--- src/rtl/sprite_desc_writer_pkg.sv ---
// Shared constants for the sprite descriptor path: screen size defaults,
// select/field codes and the bit layout of a 64-bit descriptor.
package sprite_desc_writer_pkg;

    localparam int H_ACTIVE_DEF = 640;
    localparam int V_ACTIVE_DEF = 480;

    localparam int FIELD_W     = 16;
    localparam int DESC_W      = 64;
    localparam int NUM_SPRITES = 3;

    localparam logic [1:0] SEL_P1    = 2'd0;
    localparam logic [1:0] SEL_P2    = 2'd1;
    localparam logic [1:0] SEL_STAGE = 2'd2;
    localparam logic [1:0] SEL_NONE  = 2'd3;

    localparam logic [1:0] FLD_X = 2'd0;
    localparam logic [1:0] FLD_Y = 2'd1;
    localparam logic [1:0] FLD_W = 2'd2;
    localparam logic [1:0] FLD_H = 2'd3;

    // Descriptor layout, also consumed by isInsideSprite
    localparam int X_LSB = 0;
    localparam int Y_LSB = 16;
    localparam int W_LSB = 32;
    localparam int H_LSB = 48;

    typedef enum logic {
        ST_IDLE  = 1'b0,
        ST_ARMED = 1'b1
    } state_t;

    function automatic logic [5:0] fld_lsb(input logic [1:0] fld);
        return {fld, 4'b0000};
    endfunction

endpackage

--- src/rtl/desc_clamp.sv ---
// Combinational clamp of one descriptor so the sprite never extends past
// the visible area; x and y are passed through untouched.
module desc_clamp
    import sprite_desc_writer_pkg::*;
#(
    parameter int H_ACTIVE = H_ACTIVE_DEF,
    parameter int V_ACTIVE = V_ACTIVE_DEF
) (
    input  logic [DESC_W-1:0] i_desc,
    output logic [DESC_W-1:0] o_desc
);

    localparam logic [16:0] H_LIM = 17'(H_ACTIVE);
    localparam logic [16:0] V_LIM = 17'(V_ACTIVE);

    // 17-bit sum so a huge length cannot wrap past the limit test
    function automatic logic [15:0] clamp_len(input logic [15:0] pos,
                                              input logic [15:0] len,
                                              input logic [16:0] lim);
        logic [16:0] sum;
        sum = {1'b0, pos} + {1'b0, len};
        if ({1'b0, pos} >= lim)
            return 16'd0;
        else if (sum > lim)
            return 16'(lim - {1'b0, pos});
        else
            return len;
    endfunction

    logic [15:0] w_x, w_y, w_w, w_h;

    assign w_x = i_desc[X_LSB +: FIELD_W];
    assign w_y = i_desc[Y_LSB +: FIELD_W];
    assign w_w = i_desc[W_LSB +: FIELD_W];
    assign w_h = i_desc[H_LSB +: FIELD_W];

    assign o_desc = {clamp_len(w_y, w_h, V_LIM), clamp_len(w_x, w_w, H_LIM), w_y, w_x};

endmodule

--- src/rtl/sprite_desc_writer.sv ---
// Double-buffered sprite descriptors: software fills a shadow bank at any
// time and a commit swaps the clamped shadow into the live set at vsync.
module sprite_desc_writer
    import sprite_desc_writer_pkg::*;
#(
    parameter int H_ACTIVE = H_ACTIVE_DEF,
    parameter int V_ACTIVE = V_ACTIVE_DEF
) (
    input  logic              iVGA_CLK,
    input  logic              iRST_n,
    input  logic              iVS,
    input  logic              iWE,
    input  logic [1:0]        iSEL,
    input  logic [1:0]        iFIELD,
    input  logic [15:0]       iDATA,
    input  logic              iCOMMIT,
    output logic              oBUSY,
    output logic              oDONE,
    output logic [15:0]       oFRAME,
    output logic [DESC_W-1:0] p1VGA,
    output logic [DESC_W-1:0] p2VGA,
    output logic [DESC_W-1:0] stageVGA
);

    state_t r_state, w_state_nxt;
    logic   r_vs_prev;
    logic   r_done;
    logic [15:0] r_frame;
    logic [NUM_SPRITES-1:0][DESC_W-1:0] r_shadow;
    logic [NUM_SPRITES-1:0][DESC_W-1:0] r_live;
    logic [NUM_SPRITES-1:0][DESC_W-1:0] w_clamped;
    logic   w_boundary;
    logic   w_commit;

    assign w_boundary = r_vs_prev & ~iVS;

    for (genvar g = 0; g < NUM_SPRITES; g++) begin : g_clamp
        desc_clamp #(
            .H_ACTIVE (H_ACTIVE),
            .V_ACTIVE (V_ACTIVE)
        ) u_clamp (
            .i_desc (r_shadow[g]),
            .o_desc (w_clamped[g])
        );
    end

    // A commit requested in IDLE never fires in its own cycle, even on a boundary
    always_comb begin
        w_state_nxt = r_state;
        w_commit    = 1'b0;
        case (r_state)
            ST_IDLE:  if (iCOMMIT) w_state_nxt = ST_ARMED;
            ST_ARMED: if (w_boundary) begin
                w_commit    = 1'b1;
                w_state_nxt = ST_IDLE;
            end
            default:  w_state_nxt = ST_IDLE;
        endcase
    end

    always_ff @(posedge iVGA_CLK) begin
        if (!iRST_n) begin
            r_state   <= ST_IDLE;
            r_vs_prev <= 1'b1;
            r_done    <= 1'b0;
            r_frame   <= '0;
            r_shadow  <= '0;
            r_live    <= '0;
        end else begin
            r_state   <= w_state_nxt;
            r_vs_prev <= iVS;
            r_done    <= w_commit;
            if (w_boundary)
                r_frame <= r_frame + 16'd1;
            // Live samples the pre-write shadow when a write lands on the commit edge
            if (w_commit)
                r_live <= w_clamped;
            for (int s = 0; s < NUM_SPRITES; s++)
                if (iWE && iSEL == 2'(s))
                    r_shadow[s][fld_lsb(iFIELD) +: FIELD_W] <= iDATA;
        end
    end

    assign oBUSY    = (r_state == ST_ARMED);
    assign oDONE    = r_done;
    assign oFRAME   = r_frame;
    assign p1VGA    = r_live[SEL_P1];
    assign p2VGA    = r_live[SEL_P2];
    assign stageVGA = r_live[SEL_STAGE];

endmodule

--- config.mk ---
export PLATFORM = sky130hd
export DESIGN_NAME = sprite_desc_writer
export DESIGN_NICKNAME = d
export VERILOG_FILES = /design/src/rtl/sprite_desc_writer_pkg.sv /design/src/rtl/desc_clamp.sv /design/src/rtl/sprite_desc_writer.sv
export SDC_FILE = /design/constraint.sdc
export NUM_CORES = 1
export LEC_CHECK = 0
export CAP_MARGIN = 20
export CORE_MARGIN = 2
export CORE_UTILIZATION = 55
export CTS_CLUSTER_SIZE = 10
export DETAILED_ROUTE_END_ITERATION = 12
export GPL_TIMING_DRIVEN = 0
export PLACE_DENSITY = 0.82
export REMOVE_ABC_BUFFERS = 1
export SYNTH_ARGS = -nofsm -noshare
export SYNTH_HDL_FRONTEND = slang
export SYNTH_HIERARCHICAL = 1
export SYNTH_SLANG_ARGS = --single-unit
--- constraint.sdc ---
create_clock -name iVGA_CLK -period 6.66 [get_ports iVGA_CLK]
set_input_delay 0.666 -clock iVGA_CLK [delete_from_list [all_inputs] [get_ports iVGA_CLK]]
set_output_delay 0.666 -clock iVGA_CLK [all_outputs]
set_load 0.005 [all_outputs]
==> results of run 1 <==
==> worst max-delay path: stages (launching register included) <==
cell,delay (ns)
dfxtp_1,0.38
ha_1,0.29
fa_1,0.42
a21o_1,0.23
a221oi_2,0.44
o21ai_1,0.13
xnor2_1,0.26
nand4_1,0.24
a2111o_1,0.56
nor3_4,0.43
mux2i_1,0.18
a22o_1,0.22
==> cells in the final DEF (no fill, tap or decap), types with 28 or more instances in the layout <==
master	count
a21oi_1	234
a22o_1	196
clkbuf_16	49
clkdlybuf4s50_1	234
mux2i_1	44
nand3_1	170
dfxtp_1	403
o21ai_0	71
inv_1	48
nand2_1	258
a32oi_1	48
o31ai_1	28
nor2_1	155
ha_1	108
xor2_1	52
nand4_1	39
nor3_1	39
xnor2_1	53
==> stage by stage <==
stage | instance area (sq um) | TNS (ns) | power, mW
after global routing | 25600 | 0 | 5.24
after detailed placement | 24200 | 0 | 2.73
after floorplan | 20900 | -549.05 | 2.60
final | 25600 | 0 | 5.09
after CTS | 25500 | 0 | 5.11
after global placement | 23800 | -1476.97 | 2.70
==> cell type report <==
cell class                      instances  area share (%)
Tap cell                              525            2.56
Multi-Input combinational cell       1875            49.2
Inverter                               49           0.737
Sequential cell                       403            31.5
Clock inverter                          4           0.381
Clock buffer                           57            4.98
Antenna cell                            1         0.00976
Timing Repair Buffer                  258            10.6
==> synthesized netlist by cell type, types with 7 or more instances <==
master / instances
buf_4: 101
nor3_1: 39
o21a_1: 9
o211ai_1: 13
and3_1: 23
o31ai_1: 28
nand2b_1: 10
nand3_1: 170
nor2b_1: 15
a21o_1: 21
or3_1: 22
clkbuf_1: 78
xor2_1: 52
o21bai_1: 11
or4_1: 7
xnor2_1: 53
a311oi_1: 12
or2_2: 10
a31oi_1: 9
a211oi_1: 22
mux2i_1: 44
a32oi_1: 48
and4_1: 7
nand4_1: 39
inv_1: 48
buf_2: 73
dfxtp_1: 403
ha_1: 108
a22o_1: 196
o21ai_0: 72
a21oi_1: 235
o21ai_1: 10
nor2_1: 155
nor4_1: 27
nand2_1: 258
==> sequential cells by signal (all words and copies together) (netlist names) <==
name and flops:
oBUSY 1, oDONE 1, oFRAME 16, p1VGA 64, p2VGA 64, r_shadow 192
r_vs_prev 1, stageVGA 64
==> routing by layer <==
| layer | track usage, % | vias to the layer above | part of all wire [%] |
|---|---|---|---|
| met3 | 5.38 | 176 | 8.0 |
| met2 | 48.7 | 906 | 46 |
| li1 | - | 9595 | - |
| met5 | 0 | - | 0.015 |
| met4 | 11.5 | 2 | 3.5 |
| met1 | 39.5 | 9759 | 42 |
==> worst min path at each step <==
stage                        from             to  slack (ns)  cells after the start
floorplan           r_shadow[182]  r_shadow[182]        0.45                      2
global placement        p1VGA[55]      p1VGA[55]        0.46                      1
detailed placement       p1VGA[4]       p1VGA[4]        0.46                      1
CTS                     p2VGA[62]      p2VGA[62]        0.48                      1
global route            p2VGA[37]      p2VGA[37]        0.49                      1
finish               stageVGA[38]   stageVGA[38]        0.47                      1
==> power groups by stage <==
| stage | Sequential (mW) | Clock, mW | Combinational, mW |
|---|---|---|---|
| 3_5_place_dp | 2.48 | 0 | 0.247 |
| 2_1_floorplan | 2.48 | 0 | 0.120 |
| 3_3_place_gp | 2.48 | 0 | 0.217 |
| 6_report | 2.43 | 2.41 | 0.256 |
| 5_1_grt | 2.43 | 2.54 | 0.272 |
| 4_1_cts | 2.43 | 2.44 | 0.248 |
==> cells by family after synthesis <==
logic type / after synthesis / synth area share (%)
flops: 403 / 36.1
xor+xnor: 105 / 4.12
fa+ha+maj: 114 / 6.59
simple gates: 830 / 18.4
compound gates: 776 / 25.1
mux: 50 / 2.28
buf+inv: 311 / 7.42
==> run metrics, run 1 <==
Die ar.=42,200 sq um; switching share of power=22.7%; routability cong.=0.944; top area cells in the synthesized netlist=dfxtp_1, a22o_1, ha_1; hpwl dp=45,600 um; DR WL/cell=20.5 um; Worst Max-Slew Pin Slew=1.15 ns; worst setup path class=reg2reg; #FFs+latches synth=403; initial antenna violation count=3; HP Class=reg2reg; CP arrival=4.37 ns; Layout Cells excl Fill=3,172; post-synth top area cell=dfxtp_1; Die Y=205 um; Total GRT Usage=29.9%; Worst Setup EP=p1VGA[36]; Reg power frac=47.7%; # setup viols final=0; crit path launch type=flop; Clock transition at path regs=0.05 ns; combinational power share=5.0%; Detail Route Antenna Nets=0; syn_area_per_cell=8.62 sq um; post-cts resize count=0; DRC=0; 1st-iter DRT viols=1,724; Worst setup EP type=flop; post-synth top area share=36.1%; share of cells above drive strength 1=5.52%; Clk pwr share=47.3%; CTS tree=built; core footprint=39,900 sq um; first-pass GRT wire length=102,000 um; final hold viol count=0; final cycle utilization of the critical path=58.6%; sequential cell area=8070 sq um; area grow syn2layout=14.9%; internal power=3.94 mW; number of max-cap violations=0; min Tclk post-route=3.91 ns; Die W=205 um; final hold slack=0.473 ns; register area share after synthesis=36.1%; area of the mapped netlist=22,300 sq um; Rows=73; r2r setup slk=2.75 ns; Num CTS Buffers=48; FF-to-FF Start=r_shadow[0]; routed via count=20,400; Post-Place Cells=3,099; vias in the first global route=19,200; clk buf depth=3; clock tree sinks=403; Post-synth EDFFs=0; Critical Path Fanout Max=10; Synth Instances=2,589; VDD IR-drop max=0.214 mV; Leakage=10.0 nW; Slew HR=23.6%; total wire length=65,200 um; Initial Utilization=55.9%; unrepaired setup endpoints after global routing=false; Layout Skew=0.0102 ns; Main synth FF type=dfxtp_1; CTS Hold Buffers Added=0; Filler cells=3,274; Pre-antenna DRT Iters=6; final core utilization=64.2%; synth unique cells=104; IO Pins=235; Post-CTS Setup Bufs=0; Final nets=2,774; total gr overflow=0; outcome=complete, no violations; final setup margin=2.75 ns; Root Driver=clkbuf_16; Buffers on Ports=234; worst r2r path cells=11; Switching Power=1.16 mW; Clk Latency, worst-skew pair=0.57 ns; Synthesis Warnings=6; Avg Vias per Cell=6.44; Worst Setup SP=r_shadow[0]; CTS H-tree lvls=2; fmax=0.256 GHz; largest net degree at the start of global routing=117; max-slew violation count=0; FF-to-FF End=p1VGA[36]; pre-CTS setup slack=2.44 ns; worst path required time=7.12 ns; Power Dens Cells=199 nW/um^2; area occupied by multi-input gates=12,600 sq um; ys async rst share=0%
(Power assumes the default switching activity.)
==> run 2, diff against run 1 <==
CORE_UTILIZATION = 52   (was 55)
PLACE_DENSITY = 0.81   (was 0.82)
clock period = 3.2 ns   (was 6.66 ns; I/O delays follow)
==> run metrics, run 2 (synthesis gave the netlist of run 1 again) <==
min Tclk post-route=3.36 ns (-0.548 ns); crit path launch type=flop; first-pass GRT wire length=107,000 um (+4.7%); max FFs per register=192 (unchanged); final hold slack=0.346 ns (-0.127 ns); Clk Latency, worst-skew pair=0.57 ns (about the same); Root Driver=clkbuf_16; Die Y=211 um (+2.8%); 1st-iter DRT viols=2,325 (+35%); Power Dens Cells=385 nW/um^2 (+94%); Total GRT Usage=29.4% (-0.51 points); total gr overflow=0 (unchanged); CTS H-tree lvls=2 (unchanged); final hold viol count=0 (unchanged); number of max-cap violations=0 (unchanged); Avg Vias per Cell=6.51 (+0.97%); routability cong.=0.939 (-0.55%); Buffers on Ports=234 (unchanged); Die W=211 um (+2.8%); sequential cell area=8130 sq um (+0.71%); Clock transition at path regs=0.05 ns (about the same); Layout Skew=0.00916 ns (-0.00104 ns); Die ar.=44,600 sq um (+5.7%); Worst Max-Slew Pin Slew=1.08 ns (-0.0706 ns); most common cell after layout, fill and taps aside=dfxtp_1; pre-CTS setup slack=-0.993 ns (-3.44 ns); fmax=0.298 GHz (+16%); Filler cells=3,253 (-0.64%); core footprint=42,100 sq um (+5.6%); worst setup path class=reg2reg; final core utilization=64.6% (+0.41 points); Final nets=2,835 (+2.2%); Rows=75 (+2.7%); routed via count=21,100 (+3.4%); CTS Hold Buffers Added=0 (unchanged); unrepaired setup endpoints after global routing=true; IO Pins=235 (unchanged); Detail Route Antenna Nets=0 (unchanged); share of cells above drive strength 1=13.3% (+7.8 points); Initial Utilization=53.0% (-2.9 points); Num CTS Buffers=48 (unchanged); CTS tree=built; outcome=complete, but fails checks; clock tree sinks=403 (unchanged); DR WL/cell=21.4 um (+4.0%); post-route setup TNS=-2.16 ns (-2.16 ns); Pre-antenna DRT Iters=6 (unchanged); area grow syn2layout=22.0%; DRC=0 (unchanged); # setup viols final=29 (+29); Worst setup EP type=flop; final cycle utilization of the critical path=105% (+46 points); final setup margin=-0.158 ns (-2.91 ns); Critical Path Fanout Max=5 (-5); initial antenna violation count=2 (-1); clk buf depth=3 (unchanged); VDD IR-drop max=0.355 mV (+66%); hpwl dp=45,700 um (about the same); failing checks=setup timing; most frequent cells in the layout=dfxtp_1, nand2_1, clkdlybuf4s50_1; total wire length=69,400 um (+6.5%); vias in the first global route=20,100 (+4.4%); largest net degree at the start of global routing=130 (+11%); worst path required time=3.71 ns (-3.41 ns); max-slew violation count=0 (unchanged); area occupied by multi-input gates=13,600 sq um (+7.8%); Slew HR=28.1% (+4.5 points); Leakage=10.4 nW (+3.5%); HP Class=in2reg; Reg with most FFs=r_shadow; CP arrival=3.87 ns (-0.50 ns)
## run 2: area by class of cell
type                            instances  area share [%]
Multi-Input combinational cell       1877            50.0
Sequential cell                       403            29.8
Timing Repair Buffer                  317            12.1
Clock buffer                           54            4.68
Tap cell                              539            2.48
Inverter                               49           0.694
Clock inverter                          6           0.202
Antenna cell                            2          0.0184
## run 2: worst paths after layout
kind,to,depth (start not counted),slack [ns],from
setup / recovery,p1VGA[36],13,-0.16,r_shadow[32]
hold / removal,oBUSY,2,0.35,iCOMMIT
hold reg to reg,r_shadow[100],2,0.48,r_shadow[100]
setup reg to reg,p1VGA[36],13,-0.16,r_shadow[32]
## run 2: report_power, final
part / leakage, nW / total (mW) / switching [mW] / internal [mW]
combinational: 6.44 / 0.592 / 0.403 / 0.189
sequential: 3.26 / 5.05 / 0.0177 / 5.03
clock: 0.661 / 4.85 / 2.00 / 2.85
total: 10.4 / 10.5 / 2.43 / 8.07
## run 2: repair_timing
action                                  4_1_cts  5_1_grt
cloned                                        3        4
gates resized for setup                      86      145
endpoints found under the setup margin       95      116
pin swaps                                    33       79
setup buffers                                32       29
## run 2: critical path: stages, from the launching register on
cell	delay [ns]
dfxtp_4	0.36
ha_4	0.16
fa_2	0.40
a21o_4	0.24
a221oi_4	0.31
o21ai_1	0.13
xnor2_1	0.20
buf_4	0.15
a22oi_2	0.06
a2111o_1	0.52
nor3_4	0.21
buf_12	0.17
mux2i_2	0.23
a22o_1	0.15
## run 2: stage by stage
stage,power [mW],cells,cell area (sq um)
finish,10.5,3247,27200
floorplan,5.40,2327,20900
detailed placement,5.67,3114,24200
global placement,5.61,3100,23900
CTS,10.5,3209,26300
global route,10.8,3245,27200
## run 2: routing by layer
metal / GRT usage, % / wire length [um]
met3: 5.25 / 5770
met1: 38.7 / 28700
met4: 12.6 / 2670
met5: 0 / 10
met2: 47.5 / 32300
==> run 3, diff against run 2 <==
CTS_CLUSTER_DIAMETER = 150   (was not set)
==> run metrics, run 3 (synthesis gave the netlist of run 1 again) <==
outcome=complete, but fails checks; failing checks=DRC, setup timing; 1st-iter DRT viols=2,197 (-5.5%); Hold Crit Depth=2 (unchanged); worst path required time=3.72 ns (about the same); Clk Latency, worst-skew pair=0.58 ns (about the same); VDD IR-drop max=0.408 mV (+15%); IO Pins=235 (unchanged); final hold viol count=0 (unchanged); Pre-antenna DRT Iters=11 (+5); final setup margin=-0.105 ns (+0.0526 ns); CTS Hold Buffers Added=0 (unchanged); routed via count=21,300 (+0.92%); Buf+Inv Stages, Crit Path=1 (-1); DRC=2 (+2); Final nets=2,846 (+0.39%); HP Class=in2reg; Root Driver=clkbuf_16; Buffers on Ports=234 (unchanged); routability cong.=0.939 (unchanged); Avg Vias per Cell=6.56 (+0.86%); total gr overflow=0 (unchanged); share of cells above drive strength 1=13.5% (+0.21 points); Reg with most FFs=r_shadow; crit path launch type=flop; slowest stage cell on the critical path=a2111o_1; post-route setup TNS=-1.10 ns (+1.06 ns); vias in the first global route=20,000 (-0.060%); worst setup path class=reg2reg; switching share of power=23.5% (+0.38 points); Power Dens Cells=379 nW/um^2 (-1.7%); # setup viols final=27 (-6.9%); max incr delay on CP=0.49 ns (-0.03 ns); hpwl dp=45,700 um (unchanged); largest net degree at the start of global routing=130 (unchanged); initial antenna violation count=2 (unchanged); pre-CTS setup slack=-0.993 ns (unchanged); Initial Utilization=53.0% (unchanged); CTS H-tree lvls=2 (unchanged); max-slew violation count=0 (unchanged); Rows=75 (unchanged); internal power=7.89 mW (-2.2%); Die W=211 um (unchanged); combinational power share=5.8% (+0.2 points); Layout Skew=0.0134 ns (+0.00423 ns); Num CTS Buffers=46 (-4.2%); Reg power frac=48.9% (+0.8 points); clk buf depth=3 (unchanged); Slew HR=26.7% (-1.4 points); total power=10.3 mW (-1.8%); final core utilization=64.6% (-0.065 points); clock tree sinks=403 (unchanged); most frequent cells in the layout=dfxtp_1, nand2_1, clkdlybuf4s50_1; Worst setup EP type=flop; most common cell after layout, fill and taps aside=dfxtp_1; max FFs per register=192 (unchanged); core footprint=42,100 sq um (unchanged); Layout Cells excl Fill=3,249 (+0.062%); total wire length=70,200 um (+1.1%); CP Depth=12 (-1); Die ar.=44,600 sq um (unchanged); worst path cell trace=ha_4 -> fa_2 -> a21o_1 -> a221oi_4 -> o21ai_1 -> xnor2_1 -> nand4_1 -> a2111o_1 -> nor3_4 -> buf_12 -> mux2i_2 -> a22o_1; first-pass GRT wire length=107,000 um (+0.25%); area grow syn2layout=21.9%; Clock transition at path regs=0.05 ns (about the same); Top delay family on crit path=compound AO/OA/AOI/OAI gates; Detail Route Antenna Nets=0 (unchanged); final cycle utilization of the critical path=103% (-1.6 points); Post-Place Cells=3,114 (unchanged); number of max-cap violations=0 (unchanged); Critical Path Fanout Max=10 (+5); worst r2r path cells=12 (-1); Worst Max-Slew Pin Slew=1.10 ns (+0.0204 ns); Total GRT Usage=29.6% (+0.16 points); min Tclk post-route=3.31 ns (-0.0526 ns); CTS tree=built; DR WL/cell=21.6 um (+1.1%); Leakage=10.3 nW (-0.15%); fmax=0.303 GHz (+1.6%); CP arrival=3.82 ns (-0.05 ns); unrepaired setup endpoints after global routing=true; Clk pwr share=45.3% (-1.0 points); Switching Power=2.42 mW (-0.17%); Die Y=211 um (unchanged)
run 3: cell types whose count changed in the layout (fill, tap and decap cells not counted), moves of 3 or more:
| cell | change |
|---|---|
| clkbuf_8 | -3 |
| and3_4 | -6 |
| o31ai_4 | -4 |
| o21ai_1 | -7 |
| o31ai_2 | +8 |
| buf_4 | +14 |
| o21ai_0 | +6 |
| clkinv_2 | -5 |
| and3_1 | +6 |
| o31ai_1 | -4 |
run 3: routing by layer:
metal / part of all wire, % / wire [um] / global-route usage (%) / up-vias
met3: 8.8 / 6190 / 5.74 / 249
li1: - / - / - / 9721
met4: 3.9 / 2760 / 11.5 / 2
met1: 41 / 28600 / 38.9 / 10200
met2: 46 / 32600 / 48.0 / 1113
met5: 0.014 / 10 / 0 / -
run 3: worst paths after layout:
path,start,end,slack [ns]
hold / removal,iCOMMIT,oBUSY,0.34
hold reg to reg,p1VGA[25],p1VGA[25],0.48
setup reg to reg,r_shadow[32],p1VGA[36],-0.11
setup / recovery,r_shadow[32],p1VGA[36],-0.11
run 3: cell type report:
class / instances / area (sq um)
inverters: 49 / 189
diodes: 1 / 2.50
clock buffers: 49 / 1230
repair buffers: 330 / 3400
clock inverters: 1 / 8.76
fillers: 3287 / 14900
multi-input cells: 1877 / 13600
flip-flops and latches: 403 / 8130
well taps: 539 / 674
run 3: power by group through the flow:
stage          clock network (mW)  logic [mW]  registers [mW]
6_report                     4.67       0.595            5.04
3_3_place_gp                    0       0.455            5.16
2_1_floorplan                   0       0.250            5.15
4_1_cts                      4.73       0.543            5.05
3_5_place_dp                    0       0.513            5.16
5_1_grt                      4.90       0.628            5.04
run 3: through the flow:
stage / hold slack [ns] / cell area, sq um
after CTS: 0.316 / 26200
after global routing: 0.342 / 27200
final: 0.341 / 27200
after floorplan: 0.393 / 20900
after global placement: 0.461 / 23900
after detailed placement: 0.466 / 24200
run 3: what timing repair did:
| item | 4_1_cts | 5_1_grt |
|---|---|---|
| cloned | 3 | 4 |
| endpoints found under the setup margin | 95 | 115 |
| resized for setup | 91 | 134 |
| buffers inserted | 35 | 38 |
| pin swaps | 36 | 71 |
